## src/rtl/seven_seg_pkg.sv

```systemverilog
// Shared glyph codes and segment constants for the multiplexed seven-segment scanner.
package seven_seg_pkg;

    typedef logic [4:0] glyph_t;

    localparam glyph_t CODE_EQ    = 5'd16;
    localparam glyph_t CODE_BLANK = 5'd17;
    localparam glyph_t CODE_DASH  = 5'd18;

    localparam logic [6:0] SEG_OFF = 7'h7F;

endpackage

```

## src/rtl/seven_seg_decoder.sv

```systemverilog
// Combinational glyph decoder: 5-bit code to active-low segments {g,f,e,d,c,b,a}.
module seven_seg_decoder
    import seven_seg_pkg::*;
(
    input  glyph_t     code,
    output logic [6:0] seg
);

    always_comb begin
        seg = 7'b0111111;
        case (code)
            5'd0:       seg = 7'h40;
            5'd1:       seg = 7'h79;
            5'd2:       seg = 7'h24;
            5'd3:       seg = 7'h30;
            5'd4:       seg = 7'h19;
            5'd5:       seg = 7'h12;
            5'd6:       seg = 7'h02;
            5'd7:       seg = 7'h78;
            5'd8:       seg = 7'h00;
            5'd9:       seg = 7'h10;
            5'd10:      seg = 7'h08;
            5'd11:      seg = 7'h03;
            5'd12:      seg = 7'h46;
            5'd13:      seg = 7'h21;
            5'd14:      seg = 7'h06;
            5'd15:      seg = 7'h0E;
            CODE_EQ:    seg = 7'b0110111;
            CODE_BLANK: seg = SEG_OFF;
            // CODE_DASH and every higher code fall through to the dash glyph
            default:    seg = 7'b0111111;
        endcase
    end

endmodule

```

## src/rtl/seven_seg_scanner.sv

```systemverilog
// N-digit common-anode scanner with PWM brightness and frame-synchronous double buffering.
// Optional SEVEN_SEG_LEADING_ZERO_BLANK_EN suppresses leading zero digits.
module seven_seg_scanner
    import seven_seg_pkg::*;
#(
    parameter int NUM_DIGITS = 4,
    parameter int SLOT_BITS  = 18,
    parameter int IDX_W      = (NUM_DIGITS > 1) ? $clog2(NUM_DIGITS) : 1
) (
    input  logic                    clk,
    input  logic                    reset,
    input  logic [5*NUM_DIGITS-1:0] digits_in,
    input  logic [NUM_DIGITS-1:0]   dp_in,
    input  logic [NUM_DIGITS-1:0]   blank_in,
    input  logic                    load,
    input  logic [3:0]              brightness,
    output logic                    pending,
    output logic                    frame_done,
    output logic [6:0]              seg,
    output logic                    dp,
    output logic [NUM_DIGITS-1:0]   an
);

    logic [SLOT_BITS-1:0]          slot_cnt_q, slot_cnt_d;
    logic [IDX_W-1:0]              idx_q, idx_d;
    glyph_t [NUM_DIGITS-1:0]       pend_code_q, pend_code_d, disp_code_q, disp_code_d;
    logic [NUM_DIGITS-1:0]         pend_dp_q, pend_dp_d, disp_dp_q, disp_dp_d;
    logic [NUM_DIGITS-1:0]         pend_blank_q, pend_blank_d, disp_blank_q, disp_blank_d;
    logic                          pending_q, pending_d;
    logic                          frame_done_q, frame_done_d;
    logic [6:0]                    seg_q, seg_d;
    logic                          dp_q, dp_d;
    logic [NUM_DIGITS-1:0]         an_q, an_d;

    logic   slot_end, frame_wrap, apply, lit;
    glyph_t cur_code;
    logic [6:0] cur_seg;

    assign slot_end   = &slot_cnt_q;
    assign frame_wrap = slot_end && (idx_q == IDX_W'(NUM_DIGITS - 1));
    assign apply      = frame_wrap && pending_q;

`ifdef SEVEN_SEG_LEADING_ZERO_BLANK_EN
    logic [NUM_DIGITS-1:0] supp_q, supp_d, supp_next;
    logic                  run;

    // Zero run from the most significant digit; a lit dp ends it, digit 0 always shows.
    always_comb begin
        run       = 1'b1;
        supp_next = '0;
        for (int k = NUM_DIGITS - 1; k >= 1; k--) begin
            run          = run && (pend_code_q[k] == 5'd0) && !pend_dp_q[k];
            supp_next[k] = run;
        end
    end

    assign supp_d = apply ? supp_next : supp_q;

    always_ff @(posedge clk or posedge reset) begin
        if (reset) supp_q <= '0;
        else       supp_q <= supp_d;
    end
`endif

    always_comb begin
        slot_cnt_d   = slot_cnt_q + SLOT_BITS'(1);
        idx_d        = idx_q;
        if (slot_end) idx_d = frame_wrap ? '0 : idx_q + IDX_W'(1);

        pend_code_d  = load ? digits_in : pend_code_q;
        pend_dp_d    = load ? dp_in     : pend_dp_q;
        pend_blank_d = load ? blank_in  : pend_blank_q;
        // A load coinciding with the wrap stays pending for the following frame.
        pending_d    = load || (pending_q && !frame_wrap);

        disp_code_d  = apply ? pend_code_q  : disp_code_q;
        disp_dp_d    = apply ? pend_dp_q    : disp_dp_q;
        disp_blank_d = apply ? pend_blank_q : disp_blank_q;

        frame_done_d = frame_wrap;
    end

    seven_seg_decoder u_dec (
        .code (cur_code),
        .seg  (cur_seg)
    );

    always_comb begin
        cur_code = disp_code_q[idx_q];
        lit      = !disp_blank_q[idx_q] && (slot_cnt_q[SLOT_BITS-1 -: 4] <= brightness);
`ifdef SEVEN_SEG_LEADING_ZERO_BLANK_EN
        lit      = lit && !supp_q[idx_q];
`endif
        an_d     = '1;
        if (lit) an_d[idx_q] = 1'b0;
        seg_d    = lit ? cur_seg : SEG_OFF;
        dp_d     = lit ? ~disp_dp_q[idx_q] : 1'b1;
    end

    always_ff @(posedge clk or posedge reset) begin
        if (reset) begin
            slot_cnt_q   <= '0;
            idx_q        <= '0;
            pend_code_q  <= '0;
            pend_dp_q    <= '0;
            pend_blank_q <= '1;
            disp_code_q  <= '0;
            disp_dp_q    <= '0;
            disp_blank_q <= '1;
            pending_q    <= 1'b0;
            frame_done_q <= 1'b0;
            seg_q        <= SEG_OFF;
            dp_q         <= 1'b1;
            an_q         <= '1;
        end else begin
            slot_cnt_q   <= slot_cnt_d;
            idx_q        <= idx_d;
            pend_code_q  <= pend_code_d;
            pend_dp_q    <= pend_dp_d;
            pend_blank_q <= pend_blank_d;
            disp_code_q  <= disp_code_d;
            disp_dp_q    <= disp_dp_d;
            disp_blank_q <= disp_blank_d;
            pending_q    <= pending_d;
            frame_done_q <= frame_done_d;
            seg_q        <= seg_d;
            dp_q         <= dp_d;
            an_q         <= an_d;
        end
    end

    assign pending    = pending_q;
    assign frame_done = frame_done_q;
    assign seg        = seg_q;
    assign dp         = dp_q;
    assign an         = an_q;

endmodule

```

## config.mk

```make
export PLATFORM = sky130hd
export DESIGN_NAME = seven_seg_scanner
export DESIGN_NICKNAME = d
export VERILOG_FILES = /design/src/rtl/seven_seg_pkg.sv /design/src/rtl/seven_seg_decoder.sv /design/src/rtl/seven_seg_scanner.sv
export SDC_FILE = /design/constraint.sdc
export NUM_CORES = 1
export LEC_CHECK = 0
export ABC_CLOCK_PERIOD_IN_PS = 6330
export BUFFER_PORTS_ARGS = -buffer_cell sky130_fd_sc_hd__buf_2
export CELL_PAD_IN_SITES_DETAIL_PLACEMENT = 0
export CELL_PAD_IN_SITES_GLOBAL_PLACEMENT = 1
export CORE_MARGIN = 3
export CORE_UTILIZATION = 34
export DETAILED_ROUTE_END_ITERATION = 8
export HOLD_SLACK_MARGIN = 0.03
export PLACE_DENSITY_LB_ADDON = 0.1
export SYNTH_ARGS = -nofsm -noshare
export SYNTH_HDL_FRONTEND = slang
export SYNTH_SLANG_ARGS = --single-unit
```

## constraint.sdc

```tcl
create_clock -name clk -period 6.33 [get_ports clk]
set_input_delay 0.9495 -clock clk [delete_from_list [all_inputs] [get_ports clk]]
set_output_delay 0.9495 -clock clk [all_outputs]
set_load 0.005 [all_outputs]
```

; ---- Yosys cells after proc, flatten, opt, wreduce, memory -nomap -nowiden
; Memory sizes are Yosys's and may differ from the RTL's.
; Cells that the tools add are included.
[word_totals]
ff_bits = 90
rom_bits = 224
input_bits = 35
memories = 1
[mem_list]
columns = name, depth, word_bits, rd, rd_clocked_by_memory_dff, wr, line_no
row1 = (name not given), 32, 7, 1, 0, 0, seven_seg_decoder.sv:11  ; case (code)
[op_classes]
n_addsub = 2
order_cmp = 3
eq_ne = 1
n_mux = 12
bitwise_logic = 2
reduce_logical = 9
[op_table]
columns = op, n
row1 = "adder 18 x 1 -> 18 bit, second input constant", 1
row2 = AND reduction 18 bit, 1
row3 = binary-select mux 5 bit (select 2 bit), 1
row4 = 2-to-1 mux 7 bit, 1
row5 = logical AND 1 bit, 5
row6 = 2-to-1 mux 5 bit, 1
row7 = binary-select mux 1 bit (select 2 bit), 2
row8 = less-or-equal comparator 4 bit, 1
row9 = 2-to-1 mux 1 bit, 4
row10 = 2-to-1 mux 4 bit, 1
row11 = inverter 4 bit, 1
row12 = "less-than comparator 2 x 3 -> 1 bit, second input constant", 1
row13 = "adder 2 x 1 -> 2 bit, second input constant", 1
row14 = demux 1 bit (select 2 bit), 1
row15 = "equality test 2 bit, second input constant", 1
row16 = "greater-or-equal comparator 2 x 1 -> 1 bit, second input constant", 1
row17 = logical NOT 1 bit, 2
row18 = 2-to-1 mux 2 bit, 1
row19 = logical OR 1 bit, 1
row20 = inverter 1 bit, 1

; ---- Logic depth before layout (Yosys ltp)
[depth]
depth_word = 6
ltp_mapped = 8
mapped_depth_nobuf = 7

; ---- Modules after synthesis
; A second synthesis with hierarchy kept.
[unflattened]
cells_unflattened = 293
hier_area_um2 = 4166.5
[by_module_without_submodules]
columns = module, n_inst, cells_per_inst, area_per_inst_um2
row1 = seven_seg_scanner, 1, 249, 3818.7
row2 = seven_seg_decoder, 1, 44, 347.8

; ---- Least setup slack after synthesis
; OpenSTA, ideal clock, no wires.
[synth_path]
path_type = input port to flip-flop
startpoint = input brightness[3]
endpoint = register seg_q[2] (netlist: seg[2])
setup_time_ns = 0.111
arrival_time_ns = 2.054
required_time_ns = 6.219
slack_ns = 4.165
cell_stages = 6
cell_sequence = inv_1 > ha_1 > a21oi_1 > o21ai_0 > a211oi_1 > o221ai_1
[synth_via]
elab_chain_len = 3
[synth_rtl]
columns = item, line_no
row1 = from (decl), seven_seg_scanner.sv:16  ; input logic [3:0] brightness,
row2 = less-or-equal comparator 4 bit, seven_seg_scanner.sv:90  ; lit = !disp_blank_q[idx_q] && (slot_cnt_q[SLOT_BITS-1 -: 4] <= brightness);
row3 = logical AND 1 bit, seven_seg_scanner.sv:90
row4 = 2-to-1 mux 7 bit, seven_seg_scanner.sv:96  ; seg_d = lit ? cur_seg : SEG_OFF;
row5 = named net seg_d[2], seven_seg_scanner.sv:31  ; logic [6:0] seg_q, seg_d;
row6 = to (signal assigned), seven_seg_scanner.sv:126  ; seg_q <= seg_d;
row7 = to (decl), seven_seg_scanner.sv:31
; The timed path passes the listed nets, and every way through them passes these cells.
; A chain may end at the register's enable or synchronous reset.

; ---- Worst setup path in the final report
[layout_path]
startpoint = register idx_q[0]
endpoint = register seg_q[2] (netlist: seg[2])
[layout_via]
elab_chain_len = 5
[layout_rtl]
columns = item, line_no
row1 = from (decl), seven_seg_scanner.sv:25  ; logic [IDX_W-1:0] idx_q, idx_d;
row2 = from (signal assigned), seven_seg_scanner.sv:117  ; idx_q <= idx_d;
row3 = branches (longest 4 deep; another with memory (32 x 7 bit)), -
row4 = 2-to-1 mux 7 bit *, seven_seg_scanner.sv:96
row5 = named net seg_d[2], seven_seg_scanner.sv:31
; Mark *: on every way through the listed nets, which the timed path passes. The select of a mux whose other input is x is not followed.

==> flow_summary_export.csv <==
group,metric,value,unit
outcome,status,"finished, final reports clean",
sta,worst_slack,3.899,ns
final_layout,n_antenna_cell,0,
placement,gp_congestion,0.7256,
logic_synthesis,synth_edf_count,0,
route,drc,0,
pwr,ir_drop,159.2,uV
setup_path,path_class,"reg -> reg",
global_routing,antenna_found_initial,0,
global_routing,grt_pass1_vias,2353,
floorplanning,die_width,115.2,um
route,firstDrtPassIters,5,
final_layout,final_common_cell,"dfrtp_1",
floorplanning,start_util,35.09,%
sta,finalHoldViolations,0,
logic_synthesis,synth_nets,339,
setup_path,path_cells,"mux4_2, a211oi_1, o221ai_1",
hold_path,hp-class,"reg -> reg",
logic_synthesis,netlist_area,0.004058,mm^2
floorplanning,core,0.01156,mm^2
pwr,internal_power,952.5,uW
setup_path,worst-path-buf-inv,0,
setup_path,worst-path-stages,3,
pwr,comb_power_share,4.2,%
setup_path,crit_slowest_cell,"dfrtp_1",
pwr,p_sw,255.5,uW
cts,cts-root-buf,"clkbuf_16",
final_layout,fillerInstances,1088,
placement,dp_slack,3.709,ns
setup_path,arrival,2.65,ns
sta,max_freq,411.3,MHz
global_routing,grt_pass1_wl,12.39,mm
placement,portBuffers,48,
cts,clk_path_buf_depth,2,
route,wire_per_inst,15.07,um
setup_path,crit-reg2reg-launch,"idx_q[0]",
cts,cts_made_buffers,9,
floorplanning,rows,39,
cts,cts_sinks,90,
route,antenna_left,0,
sta,setup_tns,0,ns
setup_path,crit_fanout,11,
sta,post-route-min-period,2.431,ns
sta,rsz0062_at_grt,"false",
sta,tightest_slew,0.7627,ns
logic_synthesis,yosys_register_bits,90,
route,vias,2300,
setup_path,startpoint,"idx_q[0]",
final_layout,drive_gt1_share,45.51,%
final_layout,final_cell_mix,"70 x dfrtp_1, 48 x buf_2, 37 x mux2_2",
cts,hold_buffers,0,
global_routing,grt_use_total,12.29,%
logic_synthesis,ys_types,41,
logic_synthesis,synth_warnings,0,
route,drt_iter0_markers,86,
sta,setup_violations,0,
setup_path,startpoint_type,"register",
job,max_cap_violations,0,
setup_path,r2r_cells,3,
floorplanning,dieArea,0.01328,mm^2
setup_path,ff2ff_setup_slack,3.90,ns
route,via_per_inst,4.713,
global_routing,grt-ovfl-total,0,
cts,cts_setup_buffers,0,
hold_path,hold_start,"slot_cnt_q[0]",
floorplanning,ios,49,
global_routing,grt_max_degree,47,
final_layout,area_delta_synth_final,16.53,%
setup_path,r2r-end,"seg[2]",
sta,period_share,38.41,%
setup_path,crit_required,6.54,ns
logic_synthesis,postSynthCellCount,289,
cts,clk_latency,0.34,ns
sta,fin_skew,0.006484,ns
logic_synthesis,synthArstFlopShare,100.0,%
logic_synthesis,synthFlopType,"dfrtp_1",
pwr,switching_share,21.15,%
cts,clkSlewWorstSetupHoldPaths,0.07,ns
setup_path,crit_path_end_kind,"register",
cts,htree_levels,3,
pwr,p_per_area,255.5,mW/mm^2
setup_path,critPathMaxStageDelay,0.70,ns
final_layout,final_nets,390,
placement,dpl.hpwl,4.984,mm
route,drt_wl_total,7.352,mm
cts,cts_resized,0,
sta,timing.final.max_slew_violations,0,
logic_synthesis,seq_area_frac_synth,56.12,%
pwr,leakage,0.002245,uW
logic_synthesis,syn_avg_cell_area,14.04,um^2
sta,slew_headroom,49.09,%
floorplanning,die_h,115.2,um
pwr,p_seq_share,50.3,%
cts,cts_tree,"yes",
setup_path,endpoint,"seg[2]",
pwr,pwr-share-clk,45.5,%
setup_path,crit_family,"compound AO/OA/AOI/OAI gates",
==> synth_stat cells, drive strengths merged (3+ instances only) <==
master / number / area [um^2]
a21oi: 6 / 30.03
buf: 6 / 65.06
clkbuf: 4 / 15.01
dfrtp: 70 / 1752
dfstp: 20 / 525.5
ha: 15 / 187.7
inv: 17 / 63.81
mux2: 57 / 716.9
mux4: 7 / 157.7
nand2: 20 / 75.07
nand3: 8 / 50.05
nand4: 5 / 31.28
nor2: 8 / 30.03
nor3: 3 / 26.28
o21ai: 5 / 25.02
xnor2: 10 / 87.58
xor2: 6 / 52.55
==> power groups by stage <==
| stage | sequential [uW] | clock (uW) | combinational (uW) |
|---|---|---|---|
| final | 607 | 550 | 50.8 |
| after global routing | 610 | 598 | 58.0 |
| after CTS | 608 | 574 | 52.9 |
| after detailed placement | 618 | 0 | 52.8 |
| after global placement | 618 | 0 | 51.6 |
| after floorplan | 614 | 0 | 33.5 |
==> worst min path at each step <==
| stage | cells after the start | slack, ns | endpoint |
|---|---|---|---|
| floorplan | 1 | 0.44 | slot_cnt_q[0] |
| global placement | 1 | 0.47 | slot_cnt_q[8] |
| detailed placement | 1 | 0.46 | slot_cnt_q[0] |
| CTS | 1 | 0.47 | slot_cnt_q[0] |
| global route | 1 | 0.49 | slot_cnt_q[0] |
| finish | 1 | 0.47 | slot_cnt_q[0] |
==> metal layers <==
metal | vias up | wire (um) | GRT usage (%) | share of wire [%]
met3 | 9 | 317 | 3.632 | 4.3
met1 | 1130 | 3692 | 17.37 | 50
li1 | 1113 | - | - | -
met2 | 48 | 3212 | 17.71 | 44
met4 | 0 | 130 | 4.930 | 1.8
met5 | - | 0 | 0 | 0
==> stage by stage <==
step,cell area [um^2],std cells,total power [uW],hold WS [ns],util [%]
6_report,4728,488,1208,0.4690,40.89
5_1_grt,4728,488,1266,0.4935,40.89
3_3_place_gp,4413,472,669.3,0.4666,38.16
3_5_place_dp,4413,472,671.1,0.4639,38.16
2_1_floorplan,4058,289,647.5,0.4430,-
4_1_cts,4728,488,1234,0.4743,40.89
==> state kept, by name (all words and copies together) (netlist names) <==
| name | count |
|---|---|
| pend_dp_q | 4 |
| an | 4 |
| frame_done | 1 |
| disp_dp_q | 4 |
| seg | 7 |
| slot_cnt_q | 18 |
| dp | 1 |
| disp_code_q | 20 |
| pending | 1 |
| pend_code_q | 20 |
| idx_q | 2 |
| disp_blank_q | 4 |
| pend_blank_q | 4 |
==> cells by family (layout without fill, tap and decap cells) <==
logic type               count (synthesis)  count (layout)  share of synthesized area (%)
flip-flops                              90              90                          56.12
multiplexers                            66              66                          22.05
AND/OR/NAND/NOR                         54              54                          6.939
buffers and inverters                   27              83                          3.546
AO/OA/AOI/OAI                           21              21                          3.269
XOR/XNOR                                16              16                          3.453
adder cells (fa/ha/maj)                 15              15                          4.625
==> final cells by class <==
type                       instances  area, um^2  area share (%)
clock buffer                      11       252.7           5.345
sequential                        90        2277           48.16
inverter                          17       65.06           1.376
multi-input combinational        172        1637           34.61
timing repair buffer              50       255.2           5.398
clock inverter                     5       62.56           1.323
tap                              143       178.9           3.784
Power figures use the tool's default switching activity.
